[src/rtl/cfg_unpack_shadow.sv]
// Config word unpacker with commit-toggle shadowing, stretched active-low block resets and per-channel bias.
// Optional bias saturation is enabled with `define CFG_UNPACK_BIAS_CLAMP_EN.
module cfg_unpack_shadow #(
  parameter int unsigned CFG_DATA_WIDTH = 256,
  parameter int unsigned NUM_RST        = 8,
  parameter int unsigned RST_LSB        = 0,
  parameter int unsigned RST_HOLD       = 16,
  parameter int unsigned RATE_LSB       = 16,
  parameter int unsigned RATE_WIDTH     = 16,
  parameter int unsigned ADDR_LSB       = 32,
  parameter int unsigned ADDR_WIDTH     = 32,
  parameter int unsigned TRG_LSB        = 64,
  parameter int unsigned TRG_WIDTH      = 16,
  parameter int unsigned LIMITER_LSB    = 80,
  parameter int unsigned LIMITER_WIDTH  = 8,
  parameter int unsigned NUM_CH         = 4,
  parameter int unsigned BIAS_LSB       = 96,
  parameter int unsigned BIAS_WIDTH     = 16,
  parameter int unsigned COMMIT_BIT     = 255,
  parameter int unsigned BIAS_LIMIT     = 8191
) (
  input  logic                           aclk,
  input  logic                           rst,
  input  logic [CFG_DATA_WIDTH-1:0]      cfg_data,
  output logic [NUM_RST-1:0]             nreset,
  output logic [RATE_WIDTH-1:0]          rx_rate,
  output logic [ADDR_WIDTH-1:0]          rx_addr,
  output logic [TRG_WIDTH-1:0]           trg_value,
  output logic [LIMITER_WIDTH-1:0]       limiter,
  output logic [NUM_CH*BIAS_WIDTH-1:0]   bias,
  output logic                           cfg_updated,
  output logic [15:0]                    commit_count,
  output logic                           bias_clamped
);

  localparam int unsigned BIAS_TOTAL = NUM_CH * BIAS_WIDTH;
  localparam int unsigned CNT_W      = (RST_HOLD > 0) ? $clog2(RST_HOLD + 1) : 1;

  function automatic bit fits(input int unsigned lsb, input int unsigned w);
    return (lsb + w) <= CFG_DATA_WIDTH;
  endfunction

  function automatic bit hits(input int unsigned lsb, input int unsigned w);
    return (COMMIT_BIT >= lsb) && (COMMIT_BIT < lsb + w);
  endfunction

  // Parameter sanity: fields inside the word, commit bit clear of every field.
  if (!(fits(RST_LSB, NUM_RST) && fits(RATE_LSB, RATE_WIDTH) && fits(ADDR_LSB, ADDR_WIDTH) &&
        fits(TRG_LSB, TRG_WIDTH) && fits(LIMITER_LSB, LIMITER_WIDTH) &&
        fits(BIAS_LSB, BIAS_TOTAL) && (COMMIT_BIT < CFG_DATA_WIDTH))) begin : g_bad_fit
    $error("cfg_unpack_shadow: a field lies outside cfg_data");
  end
  if (hits(RST_LSB, NUM_RST) || hits(RATE_LSB, RATE_WIDTH) || hits(ADDR_LSB, ADDR_WIDTH) ||
      hits(TRG_LSB, TRG_WIDTH) || hits(LIMITER_LSB, LIMITER_WIDTH) ||
      hits(BIAS_LSB, BIAS_TOTAL)) begin : g_bad_commit
    $error("cfg_unpack_shadow: COMMIT_BIT overlaps a field");
  end
  if (BIAS_LIMIT >= (2 ** (BIAS_WIDTH - 1))) begin : g_bad_limit
    $error("cfg_unpack_shadow: BIAS_LIMIT does not fit a signed BIAS_WIDTH value");
  end

  logic [CFG_DATA_WIDTH-1:0] cfg_q;
  logic                      commit_prev;
  logic                      commit_c;
  logic [BIAS_TOTAL-1:0]     bias_next_c;
  logic [CNT_W-1:0]          hold_cnt [NUM_RST];
  logic                      unused_c;

  assign unused_c = ^cfg_q;
  assign commit_c = cfg_q[COMMIT_BIT] ^ commit_prev;

  // Input capture and commit-edge history.
  always_ff @(posedge aclk) begin
    if (rst) begin
      cfg_q       <= '0;
      commit_prev <= 1'b0;
    end else begin
      cfg_q       <= cfg_data;
      commit_prev <= cfg_q[COMMIT_BIT];
    end
  end

`ifdef CFG_UNPACK_BIAS_CLAMP_EN
  localparam logic signed [BIAS_WIDTH-1:0] LIM_P = BIAS_WIDTH'(BIAS_LIMIT);
  localparam logic signed [BIAS_WIDTH-1:0] LIM_N = -LIM_P;

  logic clamp_hit_c;

  // Saturate each channel to +/-BIAS_LIMIT on the way into the shadow.
  always_comb begin
    bias_next_c = cfg_q[BIAS_LSB +: BIAS_TOTAL];
    clamp_hit_c = 1'b0;
    for (int k = 0; k < NUM_CH; k++) begin
      if ($signed(bias_next_c[k*BIAS_WIDTH +: BIAS_WIDTH]) > LIM_P) begin
        bias_next_c[k*BIAS_WIDTH +: BIAS_WIDTH] = LIM_P;
        clamp_hit_c = 1'b1;
      end else if ($signed(bias_next_c[k*BIAS_WIDTH +: BIAS_WIDTH]) < LIM_N) begin
        bias_next_c[k*BIAS_WIDTH +: BIAS_WIDTH] = LIM_N;
        clamp_hit_c = 1'b1;
      end
    end
  end

  always_ff @(posedge aclk) begin
    if (rst) begin
      bias_clamped <= 1'b0;
    end else if (commit_c) begin
      bias_clamped <= bias_clamped | clamp_hit_c;
    end
  end
`else
  assign bias_next_c  = cfg_q[BIAS_LSB +: BIAS_TOTAL];
  assign bias_clamped = 1'b0;
`endif

  // Shadow registers load only on a commit-bit toggle.
  always_ff @(posedge aclk) begin
    if (rst) begin
      rx_rate      <= '0;
      rx_addr      <= '0;
      trg_value    <= '0;
      limiter      <= '0;
      bias         <= '0;
      cfg_updated  <= 1'b0;
      commit_count <= '0;
    end else begin
      cfg_updated <= commit_c;
      if (commit_c) begin
        rx_rate      <= cfg_q[RATE_LSB +: RATE_WIDTH];
        rx_addr      <= cfg_q[ADDR_LSB +: ADDR_WIDTH];
        trg_value    <= cfg_q[TRG_LSB +: TRG_WIDTH];
        limiter      <= cfg_q[LIMITER_LSB +: LIMITER_WIDTH];
        bias         <= bias_next_c;
        commit_count <= commit_count + 16'd1;
      end
    end
  end

  // Per-bit reset stretch: any low sample reloads the hold counter.
  always_ff @(posedge aclk) begin
    if (rst) begin
      nreset <= '0;
      for (int i = 0; i < NUM_RST; i++) hold_cnt[i] <= CNT_W'(RST_HOLD);
    end else begin
      for (int i = 0; i < NUM_RST; i++) begin
        if (!cfg_q[RST_LSB + i]) begin
          nreset[i]   <= 1'b0;
          hold_cnt[i] <= CNT_W'(RST_HOLD);
        end else if (hold_cnt[i] != '0) begin
          nreset[i]   <= 1'b0;
          hold_cnt[i] <= hold_cnt[i] - CNT_W'(1);
        end else begin
          nreset[i] <= 1'b1;
        end
      end
    end
  end

endmodule

[config.mk]
export PLATFORM = sky130hd
export DESIGN_NAME = cfg_unpack_shadow
export DESIGN_NICKNAME = d
export VERILOG_FILES = /design/src/rtl/cfg_unpack_shadow.sv
export SDC_FILE = /design/constraint.sdc
export NUM_CORES = 1
export LEC_CHECK = 0
export BUFFER_PORTS_ARGS = -buffer_cell sky130_fd_sc_hd__buf_2
export CORE_UTILIZATION = 40
export CTS_CLUSTER_SIZE = 24
export DETAILED_ROUTE_END_ITERATION = 16
export GPL_TIMING_DRIVEN = 0
export PLACE_DENSITY = 0.7
export SLEW_MARGIN = 20
export SYNTH_ARGS = -nofsm -noshare
export SYNTH_HDL_FRONTEND = slang
export SYNTH_SLANG_ARGS = --single-unit
[constraint.sdc]
create_clock -name aclk -period 2.6 [get_ports aclk]
set_input_delay 0.26 -clock aclk [delete_from_list [all_inputs] [get_ports aclk]]
set_output_delay 0.26 -clock aclk [all_outputs]
set_load 0.05 [all_outputs]
==> metrics.sh, run 1 <==
WL_UM=31600
DRT_PRE_ANTENNA_ITERS=4
POST_SYNTH_MAIN_AREA_CONTRIBUTORS='dfxtp_1 53%, edfxtp_1 10%, nand2_1 9.4%'
CLOCKBUFFERDEPTH=3
SYNTH.AVG_CELL_AREA_UM2=9.73
WORST_HOLD_SLACK_NS=0.0143
DEPTH_OF_THE_WORST_REGISTER_TO_REGISTER_PATH=6
CRIT_PATH_START_KIND='register'
CTS_MADE_BUFFERS=37
GP_CONGESTION=0.796
FIN_WS_NS=0.270
GRT_ANTENNA_BEFORE_REPAIR=1
GRT_PASS1_VIAS=9429
SETUP_TOTAL_NEGATIVE_SLACK_NS=0
SETUP.WORST_PATH.START='commit_prev$_SDFF_PP0_'
SYNTHDISTINCTLIBCELLS=30
POST-SYNTH-TOP-AREA-FRACTION=0.532
CPPEAKSTAGEDELAY_NS=0.44
IO_PINS=420
NNETSFINAL=1941
IR_DROP_V=0.000548
CTS_SETUP_BUFFERS=0
SLEW_HEADROOM=0.351
FIRST_ITER_VIOLATIONS=382
WORSTREG2REGEND='rx_addr[15]$_SDFFE_PP0P_'
POWER.DENSITY_mW_PER_MM2=772
GRT_START_MAX_NET_PINS=15
FINAL_ANTENNA_NET_COUNT=0
SYNTH_AREA_MM2=0.0115
PROPORTION_OF_SYNTHESIZED_CHIP_AREA_IN_SEQUENTIAL_CELLS=0.636
END_KIND='register'
PATH_CELLS='xnor2_1 > clkbuf_1 > clkbuf_2 > buf_2 > nand2_1 > a21oi_1'
RR_STARTPOINT='commit_prev$_SDFF_PP0_'
CRITPATHARRIVALTIME_NS=2.76
MOSTFREQUENTLAYOUTCELLS='316 x buf_2, 307 x dfxtp_1, 289 x nand2_1'
FIN_SKEW_NS=0.0166
MIN_PATH_TYPE='input port to register'
MAPPEDNETLISTNETS=1460
MOST_COMMON_LIBRARY_CELL_IN_THE_LAYOUT_IGNORING_FILL_AND_TAPS='buf_2'
POSTSYNTHREGISTERBITS=347
WORST_SKEW_PAIR.LATE_LATENCY_NS=0.51
WORST_SETUP_HOLD_PATH_CLK_SLEW_NS=0.06
MAX_SLEW.WORST_PIN.SLEW_NS=0.974
CTSROOTBUFFERMASTER='clkbuf_16'
CRITPATHCAPTURE='rx_addr[15]$_SDFFE_PP0P_'
NUMPORTBUFFERS=306
PRECTSSETUPSLACK_NS=-0.143
POWER.LEAKAGE_nW=6.87
DIE_WIDTH_UM=172
GLOBAL_ROUTE.OVERFLOW_TOTAL=0
WORST_PATH_MAX_DELAY_CELL='xnor2_1'
YS_ASYNC_SR_FRACTION=0
MAX-CAP-VIOLATIONS=0
SETUP-VIOLATIONS-FINAL=0
AREA_DELTA_SYNTH_FINAL_PCT=40.3
SYNTH_ENABLE_FLOP_CELLS=40
SYNTH_FLOP_CELL='dfxtp_1'
POST_DETAILED_ROUTE_VIA_TO_CELL_RATIO=4.60
SYNTH.LARGEST_AREA_CELL='dfxtp_1'
POST-ROUTE-MIN-PERIOD_NS=2.33
CLOCK_TREE_FROM_TRITONCTS='yes'
DRIVE_ABOVE_1_SHARE=0.228
TIMING_WORST_SETUP_PATH_TYPE='register to register'
FP-ROW-COUNT=61
LAYOUT_WORST_PATH_CYCLE_SHARE=0.896
VIA_COUNT=9548
GRT_FIRST_PASS_WIRELENGTH_UM=48000
COUNT_OF_FINAL_MAX_SLEW_CHECK_FAILURES=0
FLOORPLAN.CORE_AREA_MM2=0.0281
SETUP_REPAIR_AFTER_GLOBAL_ROUTING_MISSED_ITS_MARGIN='no'
STATUS='complete, no violations'
FMAX_GHz=0.429
GRT_USE_TOTAL=0.209
TRITONCTS_NUM_SINKS=347
PLACE_HPWL_UM=21100
SETUP_SLACK_OF_THE_MOST_CRITICAL_REG_TO_REG_PATH_NS=0.27
FINALHOLDVIOLCOUNT=0
INITIAL_CORE_UTILIZATION=0.411
FP.DIEAREA_MM2=0.0296
CP_MAX_FO=10
CHIPHEIGHT_UM=172
CTS_HTREE_LEVELS=2
REQUIRED_TIME_OF_THE_CRITICAL_PATH_NS=3.03
ROUTEDWLPERCELL_UM=15.2
SYNTHESIS.YOSYS.WARNINGS=0
DRC_ERRORS=0
SYNTHESIS.INSTANCES=1187
==> per-layer routing <==
metal,share of wire,GRT usage,vias up,wire length [µm]
met5,0,0,-,0
met4,0.036,0.0831,0,1130
met3,0.078,0.0675,80,2480
met2,0.48,0.365,295,15200
met1,0.40,0.234,4420,12700
li1,-,-,4753,-
==> where the power goes <==
group | internal, mW | switching (mW) | leakage, nW | total, mW
combinational | 0.497 | 0.851 | 3.26 | 1.35
sequential | 5.66 | 0.107 | 2.98 | 5.77
clock | 3.32 | 2.07 | 0.634 | 5.39
==> flip-flops by register name, indices dropped and copies added (netlist names) <==
signal / cells
bias: 64
limiter: 8
nreset: 8
commit_count: 16
rx_rate: 16
cfg_updated: 1
commit_prev: 1
rx_addr: 32
hold_cnt: 40
trg_value: 16
cfg_q: 145
==> stage by stage <==
step           std cells  utilization  area (µm²)  power (mW)
2_1_floorplan       1187            -       11500        6.66
3_3_place_gp        1871        0.483       13600        7.04
3_5_place_dp        1871        0.483       13600        7.06
4_1_cts             2072        0.576       16200        12.6
5_1_grt             2074        0.577       16200        13.0
6_report            2074        0.577       16200        12.5
==> repair_timing <==
item                                    CTS  global route
gates cloned                              0             0
resized for setup                         2             1
endpoints found under the setup margin   74             1
hold buffers                            135             1
endpoints found under the hold margin   135             1
==> synthesized netlist by cell type (2+ instances only) <==
| library cell | count |
|---|---|
| inv_1 | 27 |
| nand3_1 | 8 |
| or3_1 | 2 |
| nand2_1 | 289 |
| clkbuf_1 | 56 |
| o21ai_0 | 4 |
| a31o_2 | 3 |
| a21o_1 | 2 |
| nor2_1 | 49 |
| nand3b_1 | 2 |
| nor4_1 | 2 |
| xor2_1 | 6 |
| dfxtp_1 | 307 |
| nor3b_1 | 12 |
| edfxtp_1 | 40 |
| a21oi_1 | 142 |
| nor3_1 | 13 |
| buf_2 | 10 |
| or4b_2 | 4 |
| nor2b_1 | 154 |
| xnor2_1 | 27 |
| ha_1 | 15 |
| nand4_1 | 6 |
==> worst max-delay path, delay by kind of cell, from the launching register on <==
kind | cells | cell delay, ns
AND/OR/NAND/NOR | 1 | 0.12
flip-flops | 1 | 0.35
AO/OA/AOI/OAI | 1 | 0.18
XOR/XNOR | 1 | 0.44
buffers and inverters | 3 | 1.16
==> how the worst min path moves through the flow <==
| stage | start | end | depth (start not counted) |
|---|---|---|---|
| 2_1_floorplan | cfg_data[0] | cfg_q[0]$_SDFF_PP0_ | 1 |
| 3_3_place_gp | cfg_q[129]$_SDFF_PP0_ | bias[33]$_SDFFE_PP0P_ | 2 |
| 3_5_place_dp | cfg_q[26]$_SDFF_PP0_ | rx_rate[10]$_SDFFE_PP0P_ | 2 |
| 4_1_cts | cfg_data[35] | cfg_q[35]$_SDFF_PP0_ | 2 |
| 5_1_grt | cfg_data[35] | cfg_q[35]$_SDFF_PP0_ | 2 |
| 6_report | cfg_data[61] | cfg_q[61]$_SDFF_PP0_ | 2 |
==> cell type report <==
cell class / count / area, µm²
clock inverter: 11 / 138
timing repair buffer: 442 / 2890
multi-input combinational: 746 / 3840
buffer: 67 / 270
fill: 2393 / 11900
tap: 378 / 473
inverter: 27 / 101
sequential: 347 / 7350
antenna: 1 / 2.50
clock buffer: 55 / 1140
==> cell families (layout without fill, tap and decap cells) <==
logic type	after synthesis	in the layout	share of synthesized area
AND/OR/NAND/NOR	546	546	0.223
buffers and inverters	94	602	0.0320
flip-flops	347	347	0.636
AO/OA/AOI/OAI	151	151	0.0668
XOR/XNOR	33	33	0.0250
adder cells (fa/ha/maj)	15	15	0.0163
other	1	2	0.000325
Power figures use the tool's default switching activity.
==> run 2, diff against run 1 <==
CORE_UTILIZATION = 45   (was 40)
MAX_ROUTING_LAYER = met4   (was not set)
PLACE_DENSITY = 0.77   (was 0.7)
clock period = 2.35 ns   (was 2.6 ns; I/O delays follow)
==> run 2 against run 1 <==
Sequential share of layout area up 0.20 points. Flip-flop and latch count unchanged. Die area down 11%. Fmax up 8.4%. Sequential power up 11%. Total power up 8.7%. Hold slack better by 0.0038 ns. Register-to-register slack worse by 0.07 ns. Wire length up 1.7%. Non-clock buffer count up 6. Clock power up 5.6%. Utilization up 6.4 points. Critical path type unchanged. Critical endpoint is now bias[27]$_SDFFE_PP0P_.
==> metrics.sh, run 2 (synthesis gave the netlist of run 1 again) <==
FMAX_GHz=0.465  # was 0.429 GHz
DETAILED_PLACE.AREA_MM2=0.0135  # was 0.0136 mm²
VIA_COUNT=9786  # was 9,548
IO_PINS=420  # unchanged
POWER.LEAKAGE_nW=6.86  # was 6.87 nW
IR_DROP_V=0.000792  # was 0.000548 V
FIN_WS_NS=0.200  # was 0.270 ns
FINALHOLDVIOLCOUNT=0  # unchanged
TIMING_WORST_SETUP_PATH_TYPE='register to register'  # unchanged
GRT_ANTENNA_BEFORE_REPAIR=0  # was 1
WORST_SKEW_PAIR.LATE_LATENCY_NS=0.50  # was 0.51 ns
DRC_ERRORS=0  # unchanged
SETUP_REPAIR_AFTER_GLOBAL_ROUTING_MISSED_ITS_MARGIN='no'  # unchanged
TRITONCTS_NUM_SINKS=347  # unchanged
GRT_FIRST_PASS_WIRELENGTH_UM=49100  # was 48,000 µm
LAYOUT_WORST_PATH_CYCLE_SHARE=0.915  # was 0.896
CLOCK_TREE_FROM_TRITONCTS='yes'  # unchanged
WL_MET2_UM=16400  # was 15,200 µm
ROUTEDWLPERCELL_UM=15.8  # was 15.2 µm
WORST_SETUP_HOLD_PATH_CLK_SLEW_NS=0.06  # about the same
ANTENNA_CELLS_INSERTED=0  # was 1
POST-ROUTE-MIN-PERIOD_NS=2.15  # was 2.33 ns
NNETSFINAL=1946  # was 1,941
MAX_SLEW.WORST_PIN.SLEW_NS=0.917  # was 0.974 ns
GRT_USE_TOTAL=0.245  # was 0.209
FINAL_CELL_AREA_MM2=0.0161  # was 0.0162 mm²
STATUS='complete, no violations'  # unchanged
WL_UM=32100  # was 31,600 µm
TOP_REGISTER='cfg_q'  # unchanged
COUNT_OF_FINAL_MAX_SLEW_CHECK_FAILURES=0  # unchanged
CRITPATHARRIVALTIME_NS=2.57  # was 2.76 ns
FP-ROW-COUNT=58  # was 61
AREA_DELTA_SYNTH_FINAL_PCT=39.7  # was 40.3%
FINISHED_LAYOUT_CELLS=2027  # was 2,074
POWER.DENSITY_mW_PER_MM2=842  # was 772 mW/mm²
CRIT_PATH_START_KIND='register'  # unchanged
CTS_HTREE_LEVELS=2  # unchanged
FIRST_ITER_VIOLATIONS=479  # was 382
GRT_START_MAX_NET_PINS=15  # unchanged
POST_DETAILED_ROUTE_VIA_TO_CELL_RATIO=4.83  # was 4.60
WORST_PATH_MAX_DELAY_CELL='clkbuf_1'  # was xnor2_1
MAX-CAP-VIOLATIONS=0  # unchanged
PRECTSSETUPSLACK_NS=-0.428  # was -0.143 ns
CTS_MADE_BUFFERS=36  # was 37
TOP_REGS='cfg_q x145, bias x64, hold_cnt x40'  # unchanged
ROUTE.LAYER.MET1.WL_UM=12700  # about the same
PLACE.DETAILED.INSTANCES=1823  # was 1,871
MIN_PATH_TYPE='input port to register'  # unchanged
INITIAL_CORE_UTILIZATION=0.459  # was 0.411
CLOCKBUFFERDEPTH=3  # unchanged
DRT_PRE_ANTENNA_ITERS=5  # was 4
PATH_CELLS='xnor2_2 > clkbuf_1 > clkbuf_2 > buf_2 > nand2_1 > a21oi_1'  # was xnor2_1 > clkbuf_1 > clkbuf_2 > buf_2 > nand2_1 > a21oi_1
POWER.TOTAL_mW=13.6  # was 12.5 mW
FIN_SKEW_NS=0.0142  # was 0.0166 ns
MET3_WIRELENGTH_UM=2000  # was 2480 µm
FINAL_ANTENNA_NET_COUNT=0  # unchanged
CP_MAX_FO=10  # unchanged
MOSTFREQUENTLAYOUTCELLS='316 x buf_2, 307 x dfxtp_1, 289 x nand2_1'  # unchanged
FLOORPLAN.CORE_AREA_MM2=0.0252  # was 0.0281 mm²
SETUP-VIOLATIONS-FINAL=0  # unchanged
DIE_WIDTH_UM=162  # was 172 µm
GLOBAL_ROUTE.OVERFLOW_TOTAL=0  # unchanged
CPPEAKSTAGEDELAY_NS=0.42  # was 0.44 ns
SLEW_HEADROOM=0.383  # was 0.351
DR.MAX_LAYER_USED='met4'  # unchanged
CHIPHEIGHT_UM=162  # was 172 µm
MOST_COMMON_LIBRARY_CELL_IN_THE_LAYOUT_IGNORING_FILL_AND_TAPS='buf_2'  # unchanged
END_KIND='register'  # unchanged
PLACE_HPWL_UM=20800  # was 21,100 µm
LARGEST_REGISTER_FFS=145  # unchanged
GRT_PASS1_VIAS=9814  # was 9,429
NUMPORTBUFFERS=306  # unchanged
REQUIRED_TIME_OF_THE_CRITICAL_PATH_NS=2.77  # was 3.03 ns
DRIVE_ABOVE_1_SHARE=0.226  # was 0.228
WORST_HOLD_SLACK_NS=0.0181  # was 0.0143 ns
FILL_COUNT=1867  # was 2,393
GP_CONGESTION=0.806  # was 0.796
CTSROOTBUFFERMASTER='clkbuf_16'  # unchanged
FP.DIEAREA_MM2=0.0263  # was 0.0296 mm²
[run 2: changes by cell type in the layout (fill, tap and decap cells not counted)]
cell           change
bufinv_16          -1
xnor2_2            +1
clkbuf_16          -2
inv_6              -1
clkinv_2           -3
clkinv_4           -1
diode_2            -1
clkbuf_2           +2
xnor2_1            -1
dlygate4sd3_1      +6
clkbuf_8           +2
[run 2: worst max-delay path: cells and delay by family (launching register included)]
| family | cells | cell delay, ns |
|---|---|---|
| AND/OR/NAND/NOR | 1 | 0.10 |
| AO/OA/AOI/OAI | 1 | 0.15 |
| XOR/XNOR | 1 | 0.32 |
| buffers and inverters | 3 | 1.15 |
| flip-flops | 1 | 0.35 |
[run 2: final timing paths]
path                                             start                 endpoint  slack, ns  depth (start not counted)
worst max-delay path            commit_prev$_SDFF_PP0_    bias[27]$_SDFFE_PP0P_       0.20                          6
worst min-delay path                     cfg_data[153]    cfg_q[153]$_SDFF_PP0_       0.02                          2
worst max register to register  commit_prev$_SDFF_PP0_    bias[27]$_SDFFE_PP0P_       0.20                          6
worst min register to register    cfg_q[34]$_SDFF_PP0_  rx_addr[2]$_SDFFE_PP0P_       0.43                          2
[run 2: stage by stage]
stage | TNS (ns) | util
2_1_floorplan | 0 | -
3_3_place_gp | -27.07 | 0.536
3_5_place_dp | -27.12 | 0.536
4_1_cts | 0 | 0.640
5_1_grt | 0 | 0.641
6_report | 0 | 0.641
[run 2: final cells by class]
cell class	instances	area, µm²	share of cell area
plain buffers	67	273	0.0169
clock buffers	57	1120	0.0695
clock inverters	5	75.1	0.00465
inverters	27	101	0.00628
multi-input cells	746	3850	0.239
flip-flops and latches	347	7350	0.455
well taps	330	413	0.0256
repair buffers	448	2950	0.183
[run 2: routing by layer]
layer,global-route usage,vias up
met5,-,-
met4,0.101,0
met3,0.0575,92
met2,0.430,348
met1,0.265,4593
li1,-,4753
[run 2: repair_timing]
item,4_1_cts,5_1_grt
resized for setup,4,3
hold buffers,142,0
setup endpoints to repair,120,104
setup buffers,0,0
endpoints found under the hold margin,142,0
[run 2: power breakdown]
part           switching [mW]  total, mW  internal [mW]  leakage (nW)
Clock                    2.21       5.69           3.48         0.592
Combinational           0.952       1.51          0.559          3.30
Sequential              0.122       6.39           6.27          2.98
Total                    3.29       13.6           10.3          6.86
